`src/rtl/rtc_setup_controller_pkg.sv`:
```
// Shared constants and types for the RTC setup controller.
//   Field indices F_YEAR..F_TSEC, per-field BCD range lookup, mode
//   encoding and button bit positions used by the edge detector.
package rtc_setup_controller_pkg;

    localparam int unsigned N_FIELDS = 9;
    localparam int unsigned FIELD_W  = 8;
    localparam int unsigned IDX_W    = 4;
    localparam int unsigned N_BTN    = 7;

    typedef logic [IDX_W-1:0]   field_idx_t;
    typedef logic [FIELD_W-1:0] bcd_t;

    typedef enum logic {
        MODE_EDIT = 1'b0,
        MODE_RUN  = 1'b1
    } mode_t;

    localparam field_idx_t F_YEAR  = 4'd0;
    localparam field_idx_t F_MONTH = 4'd1;
    localparam field_idx_t F_DAY   = 4'd2;
    localparam field_idx_t F_HOUR  = 4'd3;
    localparam field_idx_t F_MIN   = 4'd4;
    localparam field_idx_t F_SEC   = 4'd5;
    localparam field_idx_t F_THOUR = 4'd6;
    localparam field_idx_t F_TMIN  = 4'd7;
    localparam field_idx_t F_TSEC  = 4'd8;

    // Bit positions inside the packed button vector.
    localparam int unsigned B_AUM   = 0;
    localparam int unsigned B_DIS   = 1;
    localparam int unsigned B_SIG   = 2;
    localparam int unsigned B_ANT   = 3;
    localparam int unsigned B_LISTO = 4;
    localparam int unsigned B_CAMB  = 5;
    localparam int unsigned B_QUITA = 6;

    // Lowest legal BCD value of a field; fmt selects 12 h hour range.
    function automatic bcd_t field_min(input field_idx_t idx, input logic fmt);
        bcd_t v;
        case (idx)
            F_MONTH, F_DAY: v = 8'h01;
            F_HOUR:         v = fmt ? 8'h01 : 8'h00;
            default:        v = 8'h00;
        endcase
        return v;
    endfunction

    // Highest legal BCD value of a field.
    function automatic bcd_t field_max(input field_idx_t idx, input logic fmt);
        bcd_t v;
        case (idx)
            F_YEAR:  v = 8'h99;
            F_MONTH: v = 8'h12;
            F_DAY:   v = 8'h31;
            F_HOUR:  v = fmt ? 8'h12 : 8'h23;
            F_THOUR: v = 8'h23;
            default: v = 8'h59;
        endcase
        return v;
    endfunction

endpackage

```
`src/rtl/rtc_setup_controller_if.sv`:
```
// Button / RTC read-back / field output bundle of the RTC setup controller.
//   master: button and RTC read side (drives buttons and *le values)
//   slave : the controller (drives field values, Listo_ht, Habilita)
interface rtc_setup_controller_if;
    import rtc_setup_controller_pkg::*;

    logic aumenta;
    logic disminuye;
    logic siguiente;
    logic anterior;
    logic Listo_es;
    logic formato;
    logic cambia;
    logic quita;

    bcd_t anole, mesle, diale, horale, minle, segle, htle, mtle, stle;
    bcd_t ano, mes, dia, hora, min, seg, ht, mt, st;

    logic                Listo_ht;
    logic                modifica_timer;
    logic [N_FIELDS-1:0] Habilita;

    modport master (
        output aumenta, disminuye, siguiente, anterior, Listo_es, formato, cambia, quita,
        output anole, mesle, diale, horale, minle, segle, htle, mtle, stle,
        input  ano, mes, dia, hora, min, seg, ht, mt, st,
        input  Listo_ht, modifica_timer, Habilita
    );

    modport slave (
        input  aumenta, disminuye, siguiente, anterior, Listo_es, formato, cambia, quita,
        input  anole, mesle, diale, horale, minle, segle, htle, mtle, stle,
        output ano, mes, dia, hora, min, seg, ht, mt, st,
        output Listo_ht, modifica_timer, Habilita
    );
endinterface

```
`src/rtl/rtc_setup_controller_bcd_field_step.sv`:
```
// Combinational next value of one 8-bit BCD field.
//   cur          current value
//   inc/dec/clr  single-cycle action requests (clr wins; inc+dec = no change)
//   min_v/max_v  legal range of the field
//   nxt_c        resulting value
module rtc_setup_controller_bcd_field_step
    import rtc_setup_controller_pkg::*;
(
    input  bcd_t cur,
    input  logic inc,
    input  logic dec,
    input  logic clr,
    input  bcd_t min_v,
    input  bcd_t max_v,
    output bcd_t nxt_c
);

    logic in_range_c;

    // Digit validity plus range; an out-of-range value snaps to an end.
    always_comb begin
        in_range_c = (cur[3:0] <= 4'd9) && (cur[7:4] <= 4'd9) &&
                     (cur >= min_v) && (cur <= max_v);
    end

    always_comb begin
        nxt_c = cur;
        if (clr) begin
            nxt_c = min_v;
        end else if (inc && !dec) begin
            if (!in_range_c || (cur == max_v))
                nxt_c = min_v;
            else if (cur[3:0] == 4'd9)
                nxt_c = {cur[7:4] + 4'd1, 4'd0};
            else
                nxt_c = cur + 8'd1;
        end else if (dec && !inc) begin
            if (!in_range_c || (cur == min_v))
                nxt_c = max_v;
            else if (cur[3:0] == 4'd0)
                nxt_c = {cur[7:4] - 4'd1, 4'd9};
            else
                nxt_c = cur - 8'd1;
        end
    end

endmodule

```
`src/rtl/rtc_setup_controller.sv`:
```
// RTC date/time/timer user-edit controller.
//   clk, reset  system clock, synchronous active-high reset
//   bus         buttons, formato, RTC read-back (*le) in; nine BCD fields,
//               Listo_ht commit pulse, modifica_timer and one-hot Habilita out
// EDIT: buttons edit the selected field. RUN: fields mirror the RTC read-back.
module rtc_setup_controller
    import rtc_setup_controller_pkg::*;
(
    input  logic                       clk,
    input  logic                       reset,
    rtc_setup_controller_if.slave      bus
);

    bcd_t              fields [N_FIELDS];
    bcd_t              le_c   [N_FIELDS];
    field_idx_t        idx;
    mode_t             mode;
    logic [N_BTN-1:0]  btn_prev;
    logic [N_BTN-1:0]  btn_now_c;
    logic [N_BTN-1:0]  rise_c;
    logic              listo_ht_q;
    logic              mod_timer_q;
    logic [N_FIELDS-1:0] habilita_q;
    bcd_t              step_nxt_c;

    assign btn_now_c = {bus.quita, bus.cambia, bus.Listo_es, bus.anterior,
                        bus.siguiente, bus.disminuye, bus.aumenta};
    assign rise_c    = btn_now_c & ~btn_prev;

    assign le_c[F_YEAR]  = bus.anole;
    assign le_c[F_MONTH] = bus.mesle;
    assign le_c[F_DAY]   = bus.diale;
    assign le_c[F_HOUR]  = bus.horale;
    assign le_c[F_MIN]   = bus.minle;
    assign le_c[F_SEC]   = bus.segle;
    assign le_c[F_THOUR] = bus.htle;
    assign le_c[F_TMIN]  = bus.mtle;
    assign le_c[F_TSEC]  = bus.stle;

    // Next value of the currently selected field.
    rtc_setup_controller_bcd_field_step u_step (
        .cur   (fields[idx]),
        .inc   (rise_c[B_AUM]),
        .dec   (rise_c[B_DIS]),
        .clr   (rise_c[B_QUITA]),
        .min_v (field_min(idx, bus.formato)),
        .max_v (field_max(idx, bus.formato)),
        .nxt_c (step_nxt_c)
    );

    function automatic logic [N_FIELDS-1:0] onehot(input field_idx_t i);
        return 9'b1 << i;
    endfunction

    function automatic logic is_timer(input field_idx_t i);
        return i >= F_THOUR;
    endfunction

    // Mode FSM, field registers, index and registered outputs.
    always_ff @(posedge clk) begin
        if (reset) begin
            mode        <= MODE_EDIT;
            idx         <= F_YEAR;
            btn_prev    <= '0;
            listo_ht_q  <= 1'b0;
            mod_timer_q <= 1'b0;
            habilita_q  <= onehot(F_YEAR);
            for (int i = 0; i < N_FIELDS; i++)
                fields[i] <= field_min(IDX_W'(i), 1'b0);
        end else begin
            btn_prev   <= btn_now_c;
            listo_ht_q <= 1'b0;
            case (mode)
                MODE_EDIT: begin
                    // Only the highest-priority action class present acts.
                    if (rise_c[B_LISTO]) begin
                        listo_ht_q  <= 1'b1;
                        mode        <= MODE_RUN;
                        habilita_q  <= '0;
                        mod_timer_q <= 1'b0;
                    end else if (rise_c[B_QUITA]) begin
                        fields[idx] <= step_nxt_c;
                    end else if (rise_c[B_SIG] || rise_c[B_ANT]) begin
                        if (rise_c[B_SIG] && !rise_c[B_ANT]) begin
                            idx         <= (idx == F_TSEC) ? F_YEAR : idx + 4'd1;
                            habilita_q  <= onehot((idx == F_TSEC) ? F_YEAR : idx + 4'd1);
                            mod_timer_q <= is_timer((idx == F_TSEC) ? F_YEAR : idx + 4'd1);
                        end else if (rise_c[B_ANT] && !rise_c[B_SIG]) begin
                            idx         <= (idx == F_YEAR) ? F_TSEC : idx - 4'd1;
                            habilita_q  <= onehot((idx == F_YEAR) ? F_TSEC : idx - 4'd1);
                            mod_timer_q <= is_timer((idx == F_YEAR) ? F_TSEC : idx - 4'd1);
                        end
                    end else if (rise_c[B_AUM] || rise_c[B_DIS]) begin
                        fields[idx] <= step_nxt_c;
                    end
                end
                MODE_RUN: begin
                    for (int i = 0; i < N_FIELDS; i++)
                        fields[i] <= le_c[i];
                    if (rise_c[B_CAMB]) begin
                        mode        <= MODE_EDIT;
                        idx         <= F_YEAR;
                        habilita_q  <= onehot(F_YEAR);
                        mod_timer_q <= 1'b0;
                    end
                end
                default: mode <= MODE_EDIT;
            endcase
        end
    end

    assign bus.ano            = fields[F_YEAR];
    assign bus.mes            = fields[F_MONTH];
    assign bus.dia            = fields[F_DAY];
    assign bus.hora           = fields[F_HOUR];
    assign bus.min            = fields[F_MIN];
    assign bus.seg            = fields[F_SEC];
    assign bus.ht             = fields[F_THOUR];
    assign bus.mt             = fields[F_TMIN];
    assign bus.st             = fields[F_TSEC];
    assign bus.Listo_ht       = listo_ht_q;
    assign bus.modifica_timer = mod_timer_q;
    assign bus.Habilita       = habilita_q;

endmodule

```
`src/flat_wrapper.sv`:
```
// flat-port wrapper written by rule: the top's interface ports become plain ports
module rtc_setup_controller_flat import rtc_setup_controller_pkg::*;
  (clk, reset, bus_aumenta, bus_disminuye, bus_siguiente, bus_anterior, bus_Listo_es, bus_formato, bus_cambia, bus_quita, bus_anole, bus_mesle, bus_diale, bus_horale, bus_minle, bus_segle, bus_htle, bus_mtle, bus_stle, bus_ano, bus_mes, bus_dia, bus_hora, bus_min, bus_seg, bus_ht, bus_mt, bus_st, bus_Listo_ht, bus_modifica_timer, bus_Habilita);
  rtc_setup_controller_if bus_i ();
  input  logic clk;
  input  logic reset;
  input wire logic [$bits(bus_i.aumenta)-1:0] bus_aumenta;
  input wire logic [$bits(bus_i.disminuye)-1:0] bus_disminuye;
  input wire logic [$bits(bus_i.siguiente)-1:0] bus_siguiente;
  input wire logic [$bits(bus_i.anterior)-1:0] bus_anterior;
  input wire logic [$bits(bus_i.Listo_es)-1:0] bus_Listo_es;
  input wire logic [$bits(bus_i.formato)-1:0] bus_formato;
  input wire logic [$bits(bus_i.cambia)-1:0] bus_cambia;
  input wire logic [$bits(bus_i.quita)-1:0] bus_quita;
  input wire logic [$bits(bus_i.anole)-1:0] bus_anole;
  input wire logic [$bits(bus_i.mesle)-1:0] bus_mesle;
  input wire logic [$bits(bus_i.diale)-1:0] bus_diale;
  input wire logic [$bits(bus_i.horale)-1:0] bus_horale;
  input wire logic [$bits(bus_i.minle)-1:0] bus_minle;
  input wire logic [$bits(bus_i.segle)-1:0] bus_segle;
  input wire logic [$bits(bus_i.htle)-1:0] bus_htle;
  input wire logic [$bits(bus_i.mtle)-1:0] bus_mtle;
  input wire logic [$bits(bus_i.stle)-1:0] bus_stle;
  output wire logic [$bits(bus_i.ano)-1:0] bus_ano;
  output wire logic [$bits(bus_i.mes)-1:0] bus_mes;
  output wire logic [$bits(bus_i.dia)-1:0] bus_dia;
  output wire logic [$bits(bus_i.hora)-1:0] bus_hora;
  output wire logic [$bits(bus_i.min)-1:0] bus_min;
  output wire logic [$bits(bus_i.seg)-1:0] bus_seg;
  output wire logic [$bits(bus_i.ht)-1:0] bus_ht;
  output wire logic [$bits(bus_i.mt)-1:0] bus_mt;
  output wire logic [$bits(bus_i.st)-1:0] bus_st;
  output wire logic [$bits(bus_i.Listo_ht)-1:0] bus_Listo_ht;
  output wire logic [$bits(bus_i.modifica_timer)-1:0] bus_modifica_timer;
  output wire logic [$bits(bus_i.Habilita)-1:0] bus_Habilita;
  assign bus_i.aumenta = bus_aumenta;
  assign bus_i.disminuye = bus_disminuye;
  assign bus_i.siguiente = bus_siguiente;
  assign bus_i.anterior = bus_anterior;
  assign bus_i.Listo_es = bus_Listo_es;
  assign bus_i.formato = bus_formato;
  assign bus_i.cambia = bus_cambia;
  assign bus_i.quita = bus_quita;
  assign bus_i.anole = bus_anole;
  assign bus_i.mesle = bus_mesle;
  assign bus_i.diale = bus_diale;
  assign bus_i.horale = bus_horale;
  assign bus_i.minle = bus_minle;
  assign bus_i.segle = bus_segle;
  assign bus_i.htle = bus_htle;
  assign bus_i.mtle = bus_mtle;
  assign bus_i.stle = bus_stle;
  assign bus_ano = bus_i.ano;
  assign bus_mes = bus_i.mes;
  assign bus_dia = bus_i.dia;
  assign bus_hora = bus_i.hora;
  assign bus_min = bus_i.min;
  assign bus_seg = bus_i.seg;
  assign bus_ht = bus_i.ht;
  assign bus_mt = bus_i.mt;
  assign bus_st = bus_i.st;
  assign bus_Listo_ht = bus_i.Listo_ht;
  assign bus_modifica_timer = bus_i.modifica_timer;
  assign bus_Habilita = bus_i.Habilita;
  rtc_setup_controller u_core (.clk(clk), .reset(reset), .bus(bus_i));
endmodule
```
`config.mk`:
```
export PLATFORM = sky130hd
export DESIGN_NAME = rtc_setup_controller_flat
export DESIGN_NICKNAME = d
export VERILOG_FILES = /design/src/rtl/rtc_setup_controller_pkg.sv /design/src/rtl/rtc_setup_controller_if.sv /design/src/rtl/rtc_setup_controller_bcd_field_step.sv /design/src/rtl/rtc_setup_controller.sv /design/src/flat_wrapper.sv
export SDC_FILE = /design/constraint.sdc
export NUM_CORES = 1
export LEC_CHECK = 0
export ABC_AREA = 1
export CORE_MARGIN = 2
export CORE_UTILIZATION = 59
export CTS_BUF_LIST = sky130_fd_sc_hd__clkbuf_8
export DETAILED_ROUTE_END_ITERATION = 16
export HOLD_SLACK_MARGIN = 0.05
export PLACE_DENSITY = 0.89
export SYNTH_ARGS = -nofsm -noshare
export SYNTH_HDL_FRONTEND = slang
export SYNTH_HIERARCHICAL = 1
export SYNTH_SLANG_ARGS = --single-unit
```
`constraint.sdc`:
```
create_clock -name clk -period 7.1 [get_ports clk]
set_clock_uncertainty 0.1 [all_clocks]
set_input_delay 2.13 -clock clk [delete_from_list [all_inputs] [get_ports clk]]
set_output_delay 2.13 -clock clk [all_outputs]
set_load 0.01 [all_outputs]
```
==> flow_summary.rst <==
.. list-table::
   :header-rows: 1

   * - Metric
     - Value
   * - Outcome
     - finished, final reports clean
   * - Data required time of the critical path
     - 7270 ps
   * - Placed cell areas
     - 0.0106 mm^2
   * - Post-synthesis to final-layout area growth
     - 24.7%
   * - Worst-case clock buffer depth
     - 2
   * - Initial Utilization
     - 60.5%
   * - Final count of negative-setup-slack endpoints
     - 0
   * - Post-route minimum period
     - 5350 ps
   * - Number of DRC violations after detailed routing
     - 0
   * - Antenna violations before repair
     - 0
   * - Cell accounting for the most synthesized area
     - edfxtp_1
   * - Clock Root Buffer
     - clkbuf_8
   * - Layout cells sized above 1
     - 6.64%
   * - 1st-pass router iterations
     - 8
   * - Worst max-slew margin expressed relative to the limit
     - 10.7%
   * - Simple logic cell fraction of the synthesized area
     - 20.0%
   * - Total track usage
     - 33.8%
   * - Detail Route Antenna Nets
     - 0
   * - Height of the chip
     - 126 um
   * - CP Data Arrival Time
     - 5530 ps
   * - WL final
     - 27.0 mm
   * - Met2 usage
     - 54.2%
   * - Sort of element at the end of the critical path
     - register
   * - Max Fclk
     - 187 MHz
   * - Type of element launching the critical path
     - register
   * - Share of flip-flops with an asynchronous set or reset
     - 0%
   * - Synthesized-area fraction occupied by ao, oa, aoi and oai cells
     - 14.5%
   * - Crit Path Class
     - reg2reg
   * - CTS tree
     - yes
   * - Fin Hold WS
     - 369 ps
   * - Total power per unit cell area
     - 218 mW/mm^2
   * - Number of port buffers
     - 164
   * - Yosys synthesis warning count
     - 6
   * - Die Area
     - 0.0159 mm^2
   * - Arithmetic-cell share of the synthesized area counting full adders, half adders and majority gates
     - 3.98%
   * - Worst-case vdd ir drop
     - 0.143 mV
   * - Register bit count reported by yosys
     - 155
   * - Gates resized, CTS repair
     - 0
   * - Post-route setup TNS
     - 0 ps
   * - RSZ-0062 raised after global routing
     - no
   * - Max-cap viol count
     - 0
   * - Share of the core filled with cells
     - 75.5%
   * - Core Box Area
     - 0.0145 mm^2
   * - Area fraction of the dominant cell type after synthesis
     - 43.7%
   * - Global-route met3 utilization
     - 8.41%
   * - Number of global-route vias before repair
     - 7816
   * - Number of antenna repair diodes
     - 0
   * - Site Rows
     - 44
   * - CTS hold repair buffers
     - 0
   * - Per-instance average area after synthesis
     - 8.93 um^2
   * - GRT overflow
     - 0
   * - DR WL/cell
     - 20.1 um
   * - Post-synthesis cell area
     - 0.00879 mm^2
   * - RD Place Congestion
     - 0.925
   * - Global-route wire length before repair
     - 41.7 mm
   * - Pin count of the biggest net entering global routing
     - 98
   * - Met1 track demand over resource in global routing
     - 44.3%
   * - Fillcell total
     - 1021
   * - Path category of the worst min-delay check
     - reg2reg
   * - Clock H-tree levels
     - 4
   * - Dominant combinational cell family by area after synthesis
     - simple AND/OR/NAND/NOR gates
   * - Leading post-synthesis cells by cell area
     - edfxtp_1 44%, nand3_1 7.1%, nand2_1 6.3%
   * - Area share of xor/xnor cells in the synthesized design
     - 0.498%
   * - DR iter-0 viols
     - 1243
   * - Number of standard cells after synthesis
     - 985
   * - Final Power
     - 2.39 mW
   * - Horizontal die dimension
     - 126 um
   * - Post-route cell area
     - 0.0110 mm^2
   * - Slew at the pin with the worst max-slew slack
     - 1330 ps
   * - Detailed-route via count
     - 8276
   * - Number of top-level design ports
     - 165
   * - Number of buffers added by the clock tree synthesis step
     - 17
   * - Clock latency of the later-clocked register in the worst-skew pair
     - 450 ps
   * - Final Net Count
     - 1257
   * - Main flop type after synthesis
     - edfxtp_1
   * - Global route hottest layer
     - met2
   * - Final slew viol count
     - 0
   * - Drt via density
     - 6.16
   * - Leakage dissipation
     - 4.27 nW
   * - Critical path fanouts, max
     - 34
   * - Clock transition at the register clock pins on the worst setup and hold paths after CTS
     - 80 ps
   * - Number of distinct standard cells referenced by the synthesized netlist
     - 42
   * - Final period util
     - 75.4%
   * - Post-CTS repair timing setup buffer count
     - 0
   * - Post-synthesis sequential area ratio
     - 49.9%
   * - Final hold vios
     - 0
   * - Final HPWL DP
     - 19.0 mm
   * - Number of sinks driven by the clock tree
     - 155
   * - Multiplexer share of the synthesized area
     - 3.53%
   * - Number of flops mapped to enable cells by yosys
     - 128
==> cells in the mapped netlist (2+ instances only) <==
library cell  count
nand2_1         147
edfxtp_1        128
nand3_1         125
inv_1           116
o21ai_0         106
a21oi_1          59
nor2_1           39
o211ai_1         34
clkbuf_1         31
mux2i_1          31
ha_1             28
dfxtp_1          27
nand4_1          18
o21ai_1          10
o21ai_2           9
inv_2             8
nor3_1            8
nand2_2           7
buf_2             6
nand3b_1          6
xor2_1            5
buf_4             4
clkinv_1          4
nand3_2           4
nor2_4            3
nand3_4           2
nand4_2           2
nor2_2            2
o22ai_1           2
or2_1             2
==> power breakdown <==
group | total (mW) | internal [mW] | leakage (nW) | switching, mW
clock network | 0.623 | 0.318 | 0.221 | 0.305
registers | 1.09 | 1.05 | 1.48 | 0.0423
logic | 0.675 | 0.240 | 2.56 | 0.434
==> metal layers <==
layer / vias up / part of all wire [%]
met5: - / 0
li1: 3761 / -
met1: 3815 / 37
met2: 609 / 48
met3: 91 / 12
met4: 0 / 3.5
==> logic make-up after synthesis <==
logic type | Yosys count
and+or+nand+nor | 369
AOI/OAI and AO/OA | 225
buffers and inverters | 171
DFF | 155
muxes | 31
adders and majority gates | 28
xor gates and xnor gates | 5
other | 1
==> stage by stage <==
step	setup slack, ps	cells
finish	1750	1344
global route	1520	1344
CTS	1980	1344
detailed placement	1550	1312
global placement	1650	1312
floorplan	2580	998
==> state kept, by name (all words and copies together), names as in the netlist, named ones only <==
register and count:
u_core/bus.Listo_ht 1, u_core/fields 128, u_core/idx 4, u_core/bus.modifica_timer 1, u_core/btn_prev 7, u_core/bus.Habilita 9, u_core/mode 1
==> cell usage in the layout, fill, tap and decap left out, types with 3 or more instances in the layout <==
cell type | synthesis | layout
inv_1 | 116 | 125
nand4_1 | 18 | 18
nand3b_1 | 6 | 6
o21ai_2 | 9 | 9
edfxtp_1 | 128 | 128
nand3_1 | 125 | 125
ha_1 | 28 | 28
nor2_1 | 39 | 39
nand2_1 | 147 | 147
clkinv_1 | 4 | 4
nand3_2 | 4 | 4
buf_4 | 4 | 9
dfxtp_1 | 27 | 25
nor3_1 | 8 | 7
inv_2 | 8 | 8
xor2_1 | 5 | 5
clkbuf_8 | 0 | 19
o21ai_0 | 106 | 106
nor2_4 | 3 | 3
o211ai_1 | 34 | 34
nand2_2 | 7 | 7
mux2i_1 | 31 | 31
a21oi_1 | 59 | 59
o21ai_1 | 10 | 10
clkdlybuf4s50_1 | 0 | 164
conb_1 | 1 | 14
==> worst max-delay path, cell delays in order (launching register included) <==
cell and delay [ps]:
dfxtp_1 310, buf_4 260, inv_1 860, o21ai_0 410, o211ai_1 380, nand2_1 280, ha_1 390, nand2_1 90
nor2_4 120, nand2_4 100, nand2_2 70, nor2_2 40, a21oi_4 370, nand3_4 220, nand2_1 110, nand3_1 70
nand3b_1 90, nand2_1 50, inv_1 200, inv_1 320, o21ai_0 300
==> path summary, 6_finish.rpt <==
kind | to | slack, ps | from | depth (start not counted)
hold reg to reg | u_core/bus.Habilita[1] | 370 | u_core/bus.Habilita[1] | 2
setup / recovery | u_core/fields[6][1] | 1750 | register | 20
hold / removal | u_core/bus.Habilita[1] | 370 | u_core/bus.Habilita[1] | 2
setup reg to reg | u_core/fields[6][1] | 1750 | register | 20
==> layout make-up <==
class                      instances  area, um^2  share of cell area, %
clock inverter                    13         104                  0.947
inverter                         128         480                   4.38
clock buffer                      19         262                   2.38
tap                              184         230                   2.10
multi-input combinational        672        3790                   34.6
sequential                       155        4390                   40.0
timing repair buffer             173        1710                   15.6
(Power assumes the default switching activity.)
